File: src/rtl/bcd_pkg.sv
// Shared BCD helpers for the time-of-day counter chain (seconds/minutes/hours).
package bcd_pkg;

    localparam int unsigned BCD_W = 4;
    localparam logic [BCD_W-1:0] BCD_NINE = 4'd9;

    function automatic logic bcd_valid(input logic [BCD_W-1:0] nib);
        return nib <= BCD_NINE;
    endfunction

    function automatic logic [BCD_W-1:0] max_tens(input int unsigned modulus);
        return BCD_W'((modulus - 1) / 10);
    endfunction

    function automatic logic [BCD_W-1:0] max_units(input int unsigned modulus);
        return BCD_W'((modulus - 1) % 10);
    endfunction

    // Binary value of a two-digit BCD pair; 8 bits covers even non-BCD nibbles.
    function automatic logic [7:0] bcd_to_bin(input logic [BCD_W-1:0] t,
                                              input logic [BCD_W-1:0] u);
        return {4'd0, t} * 8'd10 + {4'd0, u};
    endfunction

endpackage

File: src/rtl/bcd_digit.sv
// Single decade BCD digit: clear > load > inc > dec, with carry/borrow out.
module bcd_digit
    import bcd_pkg::*;
(
    input  logic             clk,
    input  logic             rs_n,
    input  logic             clear,
    input  logic             load,
    input  logic [BCD_W-1:0] load_val,
    input  logic             inc,
    input  logic             dec,
    input  logic [BCD_W-1:0] wrap_val,
    output logic [BCD_W-1:0] value,
    output logic             co
);

    logic [BCD_W-1:0] r_val;

    always_ff @(posedge clk or negedge rs_n) begin
        if (!rs_n) begin
            r_val <= '0;
        end else if (clear) begin
            r_val <= '0;
        end else if (load) begin
            r_val <= load_val;
        end else if (inc) begin
            r_val <= (r_val == BCD_NINE) ? '0 : r_val + 4'd1;
        end else if (dec) begin
            r_val <= (r_val == '0) ? wrap_val : r_val - 4'd1;
        end
    end

    assign value = r_val;
    assign co    = (inc && r_val == BCD_NINE) || (dec && r_val == '0);

endmodule

File: src/rtl/bcd_mod_counter.sv
// Two-digit BCD modulo-N up/down counter with clear, load and cascade tc.
module bcd_mod_counter
    import bcd_pkg::*;
#(
    parameter int unsigned MODULUS = 60
) (
    input  logic             clk,
    input  logic             rs_n,
    input  logic             en,
    input  logic             up,
    input  logic             clr,
    input  logic             load,
    input  logic [BCD_W-1:0] ld_tens,
    input  logic [BCD_W-1:0] ld_units,
    output logic [BCD_W-1:0] tens,
    output logic [BCD_W-1:0] units,
    output logic             tc,
    output logic             load_err
);

    if (MODULUS < 2 || MODULUS > 100) begin : g_bad_modulus
        $error("bcd_mod_counter: MODULUS must be in 2..100");
    end

    localparam logic [BCD_W-1:0] MAX_T = max_tens(MODULUS);
    localparam logic [BCD_W-1:0] MAX_U = max_units(MODULUS);
    localparam logic [7:0]       LAST  = 8'(MODULUS - 1);

    logic             w_cnt;
    logic             w_up_wrap;
    logic             w_dn_wrap;
    logic             w_ld_ok;
    logic             w_clear;
    logic             w_load;
    logic             w_u_co;
    logic             w_t_co;
    logic [BCD_W-1:0] w_u_wrap_val;
    logic             r_load_err;

    assign w_cnt     = en & ~clr & ~load;
    assign w_up_wrap = w_cnt & up & (tens == MAX_T) & (units == MAX_U);
    // A tens borrow only happens from 00, so it doubles as the down-wrap flag.
    assign w_dn_wrap = ~up & w_t_co;
    assign w_ld_ok   = bcd_valid(ld_tens) & bcd_valid(ld_units)
                     & (bcd_to_bin(ld_tens, ld_units) <= LAST);
    assign w_clear   = clr | (load & ~w_ld_ok) | w_up_wrap;
    assign w_load    = ~clr & load & w_ld_ok;
    // Units underflow from x0 borrows to 9, but from 00 it lands on MAX_U.
    assign w_u_wrap_val = (tens == '0) ? MAX_U : BCD_NINE;

    bcd_digit u_units (
        .clk      (clk),
        .rs_n     (rs_n),
        .clear    (w_clear),
        .load     (w_load),
        .load_val (ld_units),
        .inc      (w_cnt & up),
        .dec      (w_cnt & ~up),
        .wrap_val (w_u_wrap_val),
        .value    (units),
        .co       (w_u_co)
    );

    bcd_digit u_tens (
        .clk      (clk),
        .rs_n     (rs_n),
        .clear    (w_clear),
        .load     (w_load),
        .load_val (ld_tens),
        .inc      (w_u_co & up),
        .dec      (w_u_co & ~up),
        .wrap_val (MAX_T),
        .value    (tens),
        .co       (w_t_co)
    );

    always_ff @(posedge clk or negedge rs_n) begin
        if (!rs_n) begin
            r_load_err <= 1'b0;
        end else begin
            r_load_err <= ~clr & load & ~w_ld_ok;
        end
    end

    assign tc       = w_up_wrap | w_dn_wrap;
    assign load_err = r_load_err;

endmodule

File: config.mk
export PLATFORM = sky130hd
export DESIGN_NAME = bcd_mod_counter
export DESIGN_NICKNAME = d
export VERILOG_FILES = /design/src/rtl/bcd_pkg.sv /design/src/rtl/bcd_digit.sv /design/src/rtl/bcd_mod_counter.sv
export SDC_FILE = /design/constraint.sdc
export NUM_CORES = 1
export LEC_CHECK = 0
export CAP_MARGIN = 25
export CORE_MARGIN = 2
export CORE_UTILIZATION = 50
export DETAILED_ROUTE_END_ITERATION = 6
export PLACE_DENSITY = 0.78
export SETUP_SLACK_MARGIN = 0.1
export SLEW_MARGIN = 20
export SYNTH_ARGS = -nofsm -noshare
export SYNTH_HDL_FRONTEND = slang
export SYNTH_SLANG_ARGS = --single-unit
File: constraint.sdc
create_clock -name clk -period 6.35 [get_ports clk]
set_clock_uncertainty 0.1 [all_clocks]
set_input_delay 1.27 -clock clk [delete_from_list [all_inputs] [get_ports clk]]
set_output_delay 1.27 -clock clk [all_outputs]
set_load 0.01 [all_outputs]
== Yosys cells after proc, flatten, opt, wreduce, memory -nomap -nowiden ==
Index checks and enable logic that the tools add are counted.

* $add $sub $neg: 5
* Multiply operators: 1
* Div/mod/pow operators: 0
* Order comparisons: 3
* Eq/ne operators: 3
* Shifts and indexed selects: 0
* Mux-type cells: 12
* Bitwise logic cells: 22
* Reduce and logical (&&, ||, !) cells: 10

{| class="wikitable"
|+ Operators by type and width
! operator !! count
|-
| 2-to-1 mux 4 bit || 12
|-
| AND 1 bit || 15
|-
| adder 4 x 1 -> 4 bit (second input constant) || 2
|-
| adder 8 x 4 -> 8 bit || 1
|-
| equality test 4 bit (second input constant) || 2
|-
| less-or-equal comparator 4 bit (second input constant) || 2
|-
| less-or-equal comparator 8 x 6 -> 1 bit (second input constant) || 1
|-
| logical NOT 4 bit || 2
|-
| nonzero test 4 bit || 2
|-
| subtractor 4 x 1 -> 4 bit (second input constant) || 2
|-
| multiplier 4 x 3 -> 7 bit (second input constant) || 1
|-
| equality test 4 x 3 -> 1 bit (second input constant) || 1
|-
| logical AND 1 bit || 4
|-
| NOT 1 bit || 4
|-
| OR 1 bit || 3
|-
| logical OR 1 bit || 2
|}

* Register bits after elaboration: 9
* Bits in latches: 0
* RAM bits: 0
* Memory bits (read-only): 0
* Logic and storage cells: 59
* Memories: 0

== Longest topological paths before layout ==
Gate-level depths: netlist (run 1).

* Depth in word-level cells: 11
* Mapped depth: 8

== Modules after synthesis ==
Synthesis (run 1) repeated with hierarchy kept, for this count alone.

* Cells, all modules: 175
* Area total of the unflattened synthesis: 1,358.8 um2

{| class="wikitable"
|+ Modules (own cells, without submodules)
! module !! times used !! cells each !! area an instance (um2) !! sequential area each (um2)
|-
| bcd_digit || 2 || 60 || 467.9 || 100.1
|-
| bcd_mod_counter || 1 || 55 || 422.9 || 25.0
|}

== Worst setup path before layout (run 1) ==
No wires, ideal clock.

* Path kind: input-to-output
* Start point: input port up
* End point: output port tc
* Arrival time: 2.293 ns
* Required time: 4.980 ns
* Slack: 2.687 ns
* Stages on the path: 4
* Path buffers: 1
* Path through: buf_2 -> nor4b_1 -> nand2_1 -> a211oi_1

* Word-level cells in the longest chain between the ends: 9
* Elaborated cells between the ends (all ways): 15
* Those cells by class: bitwise: 9; reduce/logical: 6

{| class="wikitable"
|+ RTL lines
! element !! RTL line !! RTL
|-
| from (decl) || bcd_mod_counter.sv:10 || <nowiki>input logic up,</nowiki>
|-
| NOT 1 bit || bcd_mod_counter.sv:43, bcd_mod_counter.sv:58, bcd_mod_counter.sv:71 ||
|-
| AND 1 bit || bcd_mod_counter.sv:58 || <nowiki>.dec (w_cnt & ~up),</nowiki>
|-
| logical AND 1 bit || bcd_digit.sv:34 || <nowiki>assign co = (inc && r_val == BCD_NINE) || (dec && r_val == '0);</nowiki>
|-
| logical OR 1 bit || bcd_digit.sv:34 ||
|-
| AND 1 bit (on tied branches) || bcd_mod_counter.sv:70, bcd_mod_counter.sv:71 ||
|-
| logical AND 1 bit || bcd_digit.sv:34 ||
|-
| logical OR 1 bit || bcd_digit.sv:34 ||
|-
| AND 1 bit || bcd_mod_counter.sv:43 || <nowiki>assign w_dn_wrap = ~up & w_t_co;</nowiki>
|-
| OR 1 bit (*) || bcd_mod_counter.sv:85 || <nowiki>assign tc = w_up_wrap | w_dn_wrap;</nowiki>
|-
| to (decl) || bcd_mod_counter.sv:17 || <nowiki>output logic tc,</nowiki>
|}

Every way passes the cells marked *; elsewhere a longest branch is shown, timed or not.

== Worst setup path after layout (run 1) ==
Ends and elaborated chain as after synthesis.

==> results of run 1 <==
registers in the layout (all words and copies together), names as in the netlist:
signal,flops
load_err,1
u_tens.value,4
u_units.value,4
final timing paths:
check	endpoint	cells after the start	slack, ns	startpoint
max	tc	5	1.69	up
min	u_tens.value[1]	2	0.50	u_tens.value[1]
max reg2reg	u_tens.value[0]	6	3.94	u_units.value[0]
min reg2reg	u_tens.value[1]	2	0.50	u_tens.value[1]
max in group asynchronous	u_tens.value[3]	1	4.66	rs_n
min in group asynchronous	u_units.value[0]	1	1.20	rs_n
per-layer routing:
layer  vias to the layer above  share of wire, %
li1                        586                 -
met1                       537                47
met2                        42                47
met3                         2               5.9
met4                         0              0.22
met5                         -                 0
area by class of cell:
| type | count | area (um2) |
|---|---|---|
| Tap cell | 28 | 35.0 |
| Timing Repair Buffer | 23 | 230 |
| Multi-Input combinational cell | 120 | 928 |
| Fill cell | 209 | 779 |
| Inverter | 8 | 30.0 |
| Clock buffer | 4 | 26.3 |
| Sequential cell | 9 | 225 |
synthesized netlist by cell type, types with 2 or more instances:
| master | instances | area share, % |
|---|---|---|
| nor3_1 | 4 | 1.7 |
| a21oi_1 | 6 | 2.5 |
| or2_2 | 2 | 1.0 |
| a221o_2 | 2 | 1.9 |
| nand3_1 | 2 | 0.83 |
| nor2b_1 | 4 | 2.1 |
| mux2i_1 | 2 | 1.7 |
| nor2_1 | 7 | 2.2 |
| ha_1 | 13 | 13 |
| inv_1 | 8 | 2.5 |
| a2111oi_0 | 2 | 1.5 |
| nor4_1 | 3 | 1.6 |
| a221o_1 | 2 | 1.7 |
| a21o_1 | 3 | 1.9 |
| and3b_1 | 2 | 1.5 |
| clkbuf_1 | 3 | 0.93 |
| dfrtp_1 | 9 | 19 |
| buf_2 | 2 | 0.83 |
| a211oi_1 | 6 | 3.7 |
| xnor2_1 | 4 | 2.9 |
| o21ai_0 | 7 | 2.9 |
| nand2_1 | 16 | 5.0 |
| o211a_1 | 2 | 1.7 |
| fa_1 | 2 | 3.3 |
tightest hold or removal path, cell delays in order, from the launching register on:
cell	delay, ns
dfrtp_1	0.42
a2bb2oi_1	0.09
o31ai_1	0.05
metrics by stage:
step	total power, mW	cells
final	0.207	192
after global routing	0.221	192
after detailed placement	0.163	188
after floorplan	0.130	142
after global placement	0.159	188
after CTS	0.208	192
logic make-up (layout without fill, tap and decap cells):
| kind of cell | Yosys count | in the layout |
|---|---|---|
| AO/OA/AOI/OAI | 43 | 43 |
| XOR/XNOR | 6 | 6 |
| AND/OR/NAND/NOR | 52 | 52 |
| buffers and inverters | 13 | 35 |
| adder cells (fa/ha/maj) | 15 | 15 |
| flip-flops | 9 | 9 |
| multiplexers | 4 | 4 |
power groups by stage:
stage                     registers, mW  logic [mW]  clock network (mW)
after detailed placement         0.0703      0.0931                   0
after global placement           0.0702      0.0891                   0
after CTS                        0.0693      0.0936              0.0454
after floorplan                  0.0683      0.0616                   0
final                            0.0694      0.0939              0.0438
after global routing             0.0704       0.104              0.0473
==> flow_summary_export.csv, run 1 <==
group,metric,value,unit
run_status,status,"finished, final reports clean",
global_route,antenna_found_initial,0,
worst_setup_path,worstPathArrival,3.29,ns
worst_setup_path,crit_path_end_kind,"primary output",
cts,cts_buffers,3,
die,die_h,53.1,um
power,combPwrFrac,45.3,%
global_route,grt_max_degree,14,
timing,fin_crit,4.66,ns
die,core_area,2250,um2
place,placed_area,1450,um2
cts,cts_tree,"yes",
worst_setup_path,cpMaxStageDelayCell,"clkdlybuf4s50_1",
timing,fmax,215,MHz
timing,timing.final.crit_share,73.4,%
global_route,grt_pass1_vias,1039,
timing,worst_pin_slew,0.520,ns
place,gp_congestion,0.802,
synthesis,async_flop_share,100,%
power,powerDensity,140,nW/um2
place,dpl.hpwl,2.24,mm
cts,htree_levels,1,
timing,setup_viol_count_final,0,
synthesis,synth_compound_area_share,27.1,%
global_route,busiest_layer,"met2",
synthesis,synthXorXnorAreaFrac,4.98,%
power,power_frac_seq,33.5,%
worst_setup_path,critPathKind,"primary input to primary output",
routing,via_per_inst,6.08,
die,num_rows,17,
place,post-place-ws,1.71,ns
worst_setup_path,cp_num_buf_inv,2,
die,die_w,53.1,um
synthesis,yosysSeqAreaShare,18.7,%
min_path,hold_class,"register to register",
timing,grt_setup_unrepaired,"false",
global_route,track_usage,21.8,%
global_route,use_met2,36.0,%
routing,num_vias,1167,
cts,clockBufferDepth,2,
routing,ant_nets,0,
synthesis,synth_warnings,0,
synthesis,synthCells,142,
worst_setup_path,required,4.98,ns
finish,layout_common_cells,"23 x clkdlybuf4s50_1, 16 x nand2_1, 13 x ha_1",
synthesis,synth-simple-area-share,23.7,%
cts,clk_pin_slew,0.06,ns
synthesis,synthAdderAreaFrac,16.8,%
synthesis,synth_area_per_cell,8.49,um2
cts,clock_sinks,9,
global_route,grt_overflow,0,
timing,timing.setup.tns,0,ns
worst_setup_path,cpPeakStageDelay,0.57,ns
power,p_clk_share,21.2,%
power,power.internal,0.133,mW
global_route,use_met1,30.8,%
worst_setup_path,cp_top_family,"buffers and inverters",
power,power_leakage,0.633,nW
power,swShare,35.8,%
finish,drive_gt1_share,9.15,%
synthesis,muxShareOfSynthArea,4.47,%
job,drv_cap,0,
finish,nets,194,
cts,clockRootBuffer,"clkbuf_4",
routing,finalWirelength,2.78,mm
synthesis,synth_seq_cells,9,
routing,drtIter0Drc,45,
worst_setup_path,cp_cell_sequence,"clkdlybuf4s50_1 -> nor4b_1 -> nand2_1 -> a211oi_1 -> clkdlybuf4s50_1",
worst_setup_path,crit_top_cell,"clkdlybuf4s50_1",
routing,avgRoutedWirePerCell,14.5,um
routing,drc_errors,0,
timing,maxSlewHeadroom,65.0,%
cts,post_cts_buffers,0,
synthesis,yosysUniqueCellTypes,53,
finish,fin_util,65.4,%
finish,layout_commonest_cell,"clkdlybuf4s50_1",
die,start_util,53.4,%
synthesis,synth_edf_count,0,
power,ir_drop,0.000117,V
worst_setup_path,path_max_fanout,10,
timing,drv_slew,0,
finish,layout-area-overhead-vs-synth,22.4,%
power,p_switching,0.0742,mW
cts,cts_resized,0,
place,port_buffers,23,
die,io-pin-count,24,
synthesis,synthFlopType,"dfrtp_1",
routing,drt-pass1-iter-count,4,
timing,whs,0.503,ns
timing,setup_ws,1.69,ns
cts,clock_latency,0.26,ns
synthesis,synth_top_family_by_area,"compound AO/OA/AOI/OAI gates",
worst_setup_path,start_kind,"primary input",
finish,n_antenna_cell,0,
cts,hold_buffers,0,
die,die_area,2820,um2
synthesis,syn_area,1200,um2
synthesis,synthesis.nets,171,
timing,hold_viol,0,
global_route,grt_pass1_wl,4.62,mm
finish,design_area,1480,um2
global_route,grtUsageMet3,3.39,%
No activity file was read; power rests on OpenSTA's default activity.
==> run 2, diff against run 1 <==
CORE_UTILIZATION = 47   (was 50)
PLACE_DENSITY = 0.77   (was 0.78)
clock period = 4.04 ns   (was 6.35 ns; I/O delays follow)
==> flow_summary_export.csv, run 2 (synthesis gave the netlist of run 1 again) <==
group,metric,value,unit
run_status,status,"finished, final reports clean",
die,num_rows,18,
worst_setup_path,cp_top_family,"buffers and inverters",
worst_setup_path,cpMaxStageDelayCell,"clkdlybuf4s50_1",
min_path,hold_class,"register to register",
finish,multiInputGateArea,928,um2
worst_setup_path,cpPeakStageDelay,0.57,ns
place,dpl.hpwl,2.37,mm
cts,cts_buffers,3,
routing,drc_errors,0,
finish,nets,197,
worst_setup_path,path_max_fanout,3,
finish,register_area,225,um2
worst_setup_path,r2r_cells,6,
die,start_util,49.1,%
worst_setup_path,crit_path_end_kind,"primary output",
timing,setup_viol_count_final,0,
worst_setup_path,cp_cell_sequence,"clkdlybuf4s50_1 -> nor4b_1 -> nand2_1 -> a211oi_1 -> clkdlybuf4s50_1",
timing,fmax,281,MHz
global_route,grt_max_degree,14,
cts,clock_latency,0.25,ns
cts,cts_tree,"yes",
routing,num_vias,1164,
power,ir_drop,0.000127,V
place,placed_area,1470,um2
global_route,grt_overflow,0,
die,die_h,54.6,um
die,core_area,2450,um2
power,power_leakage,0.648,nW
place,gp_congestion,0.822,
cts,post_cts_buffers,0,
routing,drtIter0Drc,31,
timing,maxSlewHeadroom,67.1,%
timing,timing.setup.tns,0,ns
power,powerDensity,218,nW/um2
routing,avgRoutedWirePerCell,14.9,um
cts,cts_resized,0,
timing,drv_slew,0,
cts,clock_sinks,9,
finish,filler_cell_count,235,
worst_setup_path,worstSetupPathDepth,5,
worst_setup_path,worst-r2r-setup-slack,1.62,ns
finish,n_antenna_cell,0,
worst_setup_path,critPathKind,"primary input to primary output",
finish,drive_gt1_share,10.8,%
finish,layout_commonest_cell,"clkdlybuf4s50_1",
worst_setup_path,cp_num_buf_inv,2,
global_route,antenna_found_initial,0,
worst_setup_path,crit_start,"up",
min_path,hold_path.startpoint,"u_tens.value[1]",
die,die_w,54.6,um
finish,layout_common_cells,"23 x clkdlybuf4s50_1, 16 x nand2_1, 13 x ha_1",
die,die_area,2980,um2
timing,hold_viol,0,
cts,clockBufferDepth,2,
worst_setup_path,worstPathArrival,2.66,ns
cts,hold_buffers,0,
die,io-pin-count,24,
global_route,track_usage,20.9,%
timing,timing.final.crit_share,88.2,%
routing,drt-pass1-iter-count,5,
routing,via_per_inst,5.91,
worst_setup_path,crit_top_cell,"clkdlybuf4s50_1",
finish,layout-area-overhead-vs-synth,24.5,%
finish,design_area,1500,um2
worst_setup_path,reg2reg_to,"u_tens.value[0]",
global_route,grt_pass1_vias,1036,
cts,clk_pin_slew,0.06,ns
cts,htree_levels,1,
worst_setup_path,timing.rr.start,"u_units.value[0]",
timing,grt_setup_unrepaired,"false",
worst_setup_path,required,3.13,ns
routing,ant_nets,0,
job,drv_cap,0,
place,port_buffers,23,
cts,clockRootBuffer,"clkbuf_4",
worst_setup_path,crit_end,"tc",
routing,finalWirelength,2.94,mm
global_route,grt_pass1_wl,4.55,mm
timing,worst_pin_slew,0.482,ns
timing,fin_crit,3.56,ns
worst_setup_path,start_kind,"primary input",
[run 2: cell count changes in the layout (fill, tap and decap cells not counted)]
cell	delta
buf_4	+3
[run 2: layer usage]
metal	wire length (um)	global-route usage, %
met5	0	0
met4	10	5.83
met3	76	0.273
met2	1540	38.1
met1	1310	26.7
[run 2: how the worst min path moves through the flow]
| stage | endpoint | slack (ns) | cells after the start |
|---|---|---|---|
| 2_1_floorplan | load_err | 0.41 | 0 |
| 3_3_place_gp | u_tens.value[1] | 0.50 | 2 |
| 3_5_place_dp | u_tens.value[1] | 0.50 | 2 |
| 4_1_cts | u_tens.value[1] | 0.51 | 2 |
| 5_1_grt | u_tens.value[1] | 0.54 | 2 |
| 6_report | u_tens.value[1] | 0.51 | 2 |
[run 2: cell type report]
class                      count  share of cell area [%]
multi-input combinational    120                    61.9
tap                           30                    2.50
sequential                     9                    15.0
timing repair buffer          26                    16.8
clock buffer                   4                    1.75
inverter                       8                    2.00
[run 2: metrics by stage]
step | total power [mW] | worst slack (ns) | cells | util [%] | hold WS [ns]
after floorplan | 0.204 | 0.928 | 142 | - | 0.412
after global placement | 0.254 | 0.351 | 193 | 60.0 | 0.497
after detailed placement | 0.260 | 0.244 | 193 | 60.0 | 0.500
after CTS | 0.329 | 0.436 | 197 | 61.1 | 0.513
after global routing | 0.351 | 0.315 | 197 | 61.1 | 0.544
final | 0.327 | 0.476 | 197 | 61.1 | 0.511
[run 2: power by group]
group	total, mW	switching (mW)	internal (mW)	leakage (nW)
clock	0.0677	0.0297	0.0380	0.0150
sequential	0.109	0.0134	0.0960	0.122
combinational	0.150	0.0730	0.0770	0.511
[run 2: worst reg2reg max path, cell delays in order (launching register included)]
cell       delay [ns]
dfrtp_1          0.49
inv_1            0.10
ha_1             0.23
nor4b_1          0.44
o21ai_0          0.28
a2111oi_0        0.53
a221o_2          0.19
==> run 3, diff against run 2 <==
PLACE_DENSITY = default   (was 0.77)
PLACE_DENSITY_LB_ADDON = 0.15   (was default)
==> flow_summary_export.csv, run 3 (synthesis gave the netlist of run 1 again) <==
group,metric,value,unit
timing,maxSlewHeadroom,65.0,%
power,ir_drop,0.000203,V
worst_setup_path,reg2reg_to,"u_tens.value[0]",
cts,clock_sinks,9,
finish,design_area,1510,um2
place,post-place-ws,0.262,ns
die,die_w,54.6,um
min_path,hold_class,"register to register",
finish,n_antenna_cell,0,
cts,cts_buffers,3,
routing,via_per_inst,6.11,
worst_setup_path,crit_path_end_kind,"primary output",
cts,htree_levels,1,
finish,nets,198,
global_route,grt_max_degree,14,
power,powerDensity,220,nW/um2
cts,hold_buffers,0,
cts,cts_tree,"yes",
routing,ant_nets,0,
place,gp_congestion,0.837,
timing,whs,0.527,ns
finish,drive_gt1_share,11.3,%
cts,cts_resized,0,
global_route,grt_pass1_vias,1070,
die,die_area,2980,um2
cts,clockRootBuffer,"clkbuf_4",
timing,setup_viol_count_final,0,
min_path,min_path_cells,2,
timing,grt_setup_unrepaired,"false",
finish,layout_common_cells,"23 x clkdlybuf4s50_1, 16 x nand2_1, 13 x ha_1",
global_route,grt_overflow,0,
cts,clk_pin_slew,0.06,ns
worst_setup_path,start_kind,"primary input",
die,core_area,2450,um2
cts,clockBufferDepth,2,
worst_setup_path,critPathKind,"primary input to primary output",
run_status,status,"finished, final reports clean",
place,dp_cells,194,
cts,clock_latency,0.27,ns
routing,drtIter0Drc,23,
global_route,antenna_found_initial,0,
timing,drv_slew,0,
job,drv_cap,0,
die,io-pin-count,24,
finish,multiInputGateArea,928,um2
worst_setup_path,worstPathArrival,2.66,ns
power,power_leakage,0.653,nW
die,die_h,54.6,um
timing,fin_crit,3.57,ns
finish,register_area,225,um2
finish,layout-area-overhead-vs-synth,25.1,%
timing,worst_pin_slew,0.518,ns
finish,layout_commonest_cell,"clkdlybuf4s50_1",
place,port_buffers,23,
cts,post_cts_buffers,0,
timing,fmax,280,MHz
place,dpl.hpwl,2.37,mm
worst_setup_path,r2r_cells,6,
routing,avgRoutedWirePerCell,15.1,um
timing,timing.setup.tns,0,ns
die,start_util,49.1,%
routing,finalWirelength,2.98,mm
place,placed_area,1480,um2
worst_setup_path,path_max_fanout,3,
global_route,track_usage,21.2,%
timing,hold_viol,0,
timing,timing.final.crit_share,88.3,%
routing,num_vias,1210,
finish,filler_cell_count,231,
finish,final-instance-count-excl-fill,198,
global_route,grt_pass1_wl,4.62,mm
min_path,hold_path.startpoint,"u_tens.value[1]",
worst_setup_path,required,3.13,ns
timing,setup_ws,0.474,ns
worst_setup_path,worst-r2r-setup-slack,1.51,ns
die,num_rows,18,
routing,drt-pass1-iter-count,4,
worst_setup_path,timing.rr.start,"u_units.value[0]",
routing,drc_errors,0,
min_path,hold_end,"u_tens.value[1]",
run 3: changes by cell type in the layout (fill, tap and decap cells not counted):
cell / change
buf_4: +1
run 3: power breakdown:
part           internal (mW)  total, mW  switching (mW)
registers             0.0960      0.110          0.0138
logic                 0.0775      0.151          0.0731
clock network         0.0381     0.0710          0.0329
total                  0.212      0.331           0.120
run 3: final cells by class:
type	count	area share, %
inverters	8	1.99
repair buffers	27	17.3
clock buffers	4	1.74
well taps	30	2.49
multi-input cells	120	61.6
flip-flops and latches	9	14.9
run 3: how the worst max path moves through the flow:
stage | from | end | slack (ns) | cells after the start
after floorplan | ld_tens[1] | u_units.value[2] | 0.93 | 8
after global placement | ld_tens[1] | u_units.value[2] | 0.35 | 9
after detailed placement | ld_tens[1] | u_units.value[2] | 0.26 | 9
after CTS | up | tc | 0.47 | 5
after global routing | up | tc | 0.34 | 5
final | up | tc | 0.47 | 5
run 3: through the flow:
step / power [mW] / util (%)
global placement: 0.255 / 60.3
global route: 0.356 / 61.4
CTS: 0.332 / 61.4
finish: 0.331 / 61.4
floorplan: 0.204 / -
detailed placement: 0.260 / 60.3
run 3: critical path, cell delays in order:
cell,delay [ns]
clkdlybuf4s50_1,0.42
nor4b_1,0.50
nand2_1,0.09
a211oi_1,0.26
clkdlybuf4s50_1,0.57
run 3: routing by layer:
| metal | wire length (um) | global-route usage, % | vias to the layer above |
|---|---|---|---|
| li1 | - | - | 588 |
| met1 | 1460 | 29.0 | 594 |
| met2 | 1410 | 36.1 | 26 |
| met3 | 104 | 4.10 | 2 |
| met4 | 6 | 1.25 | 0 |
| met5 | 0 | 0 | - |
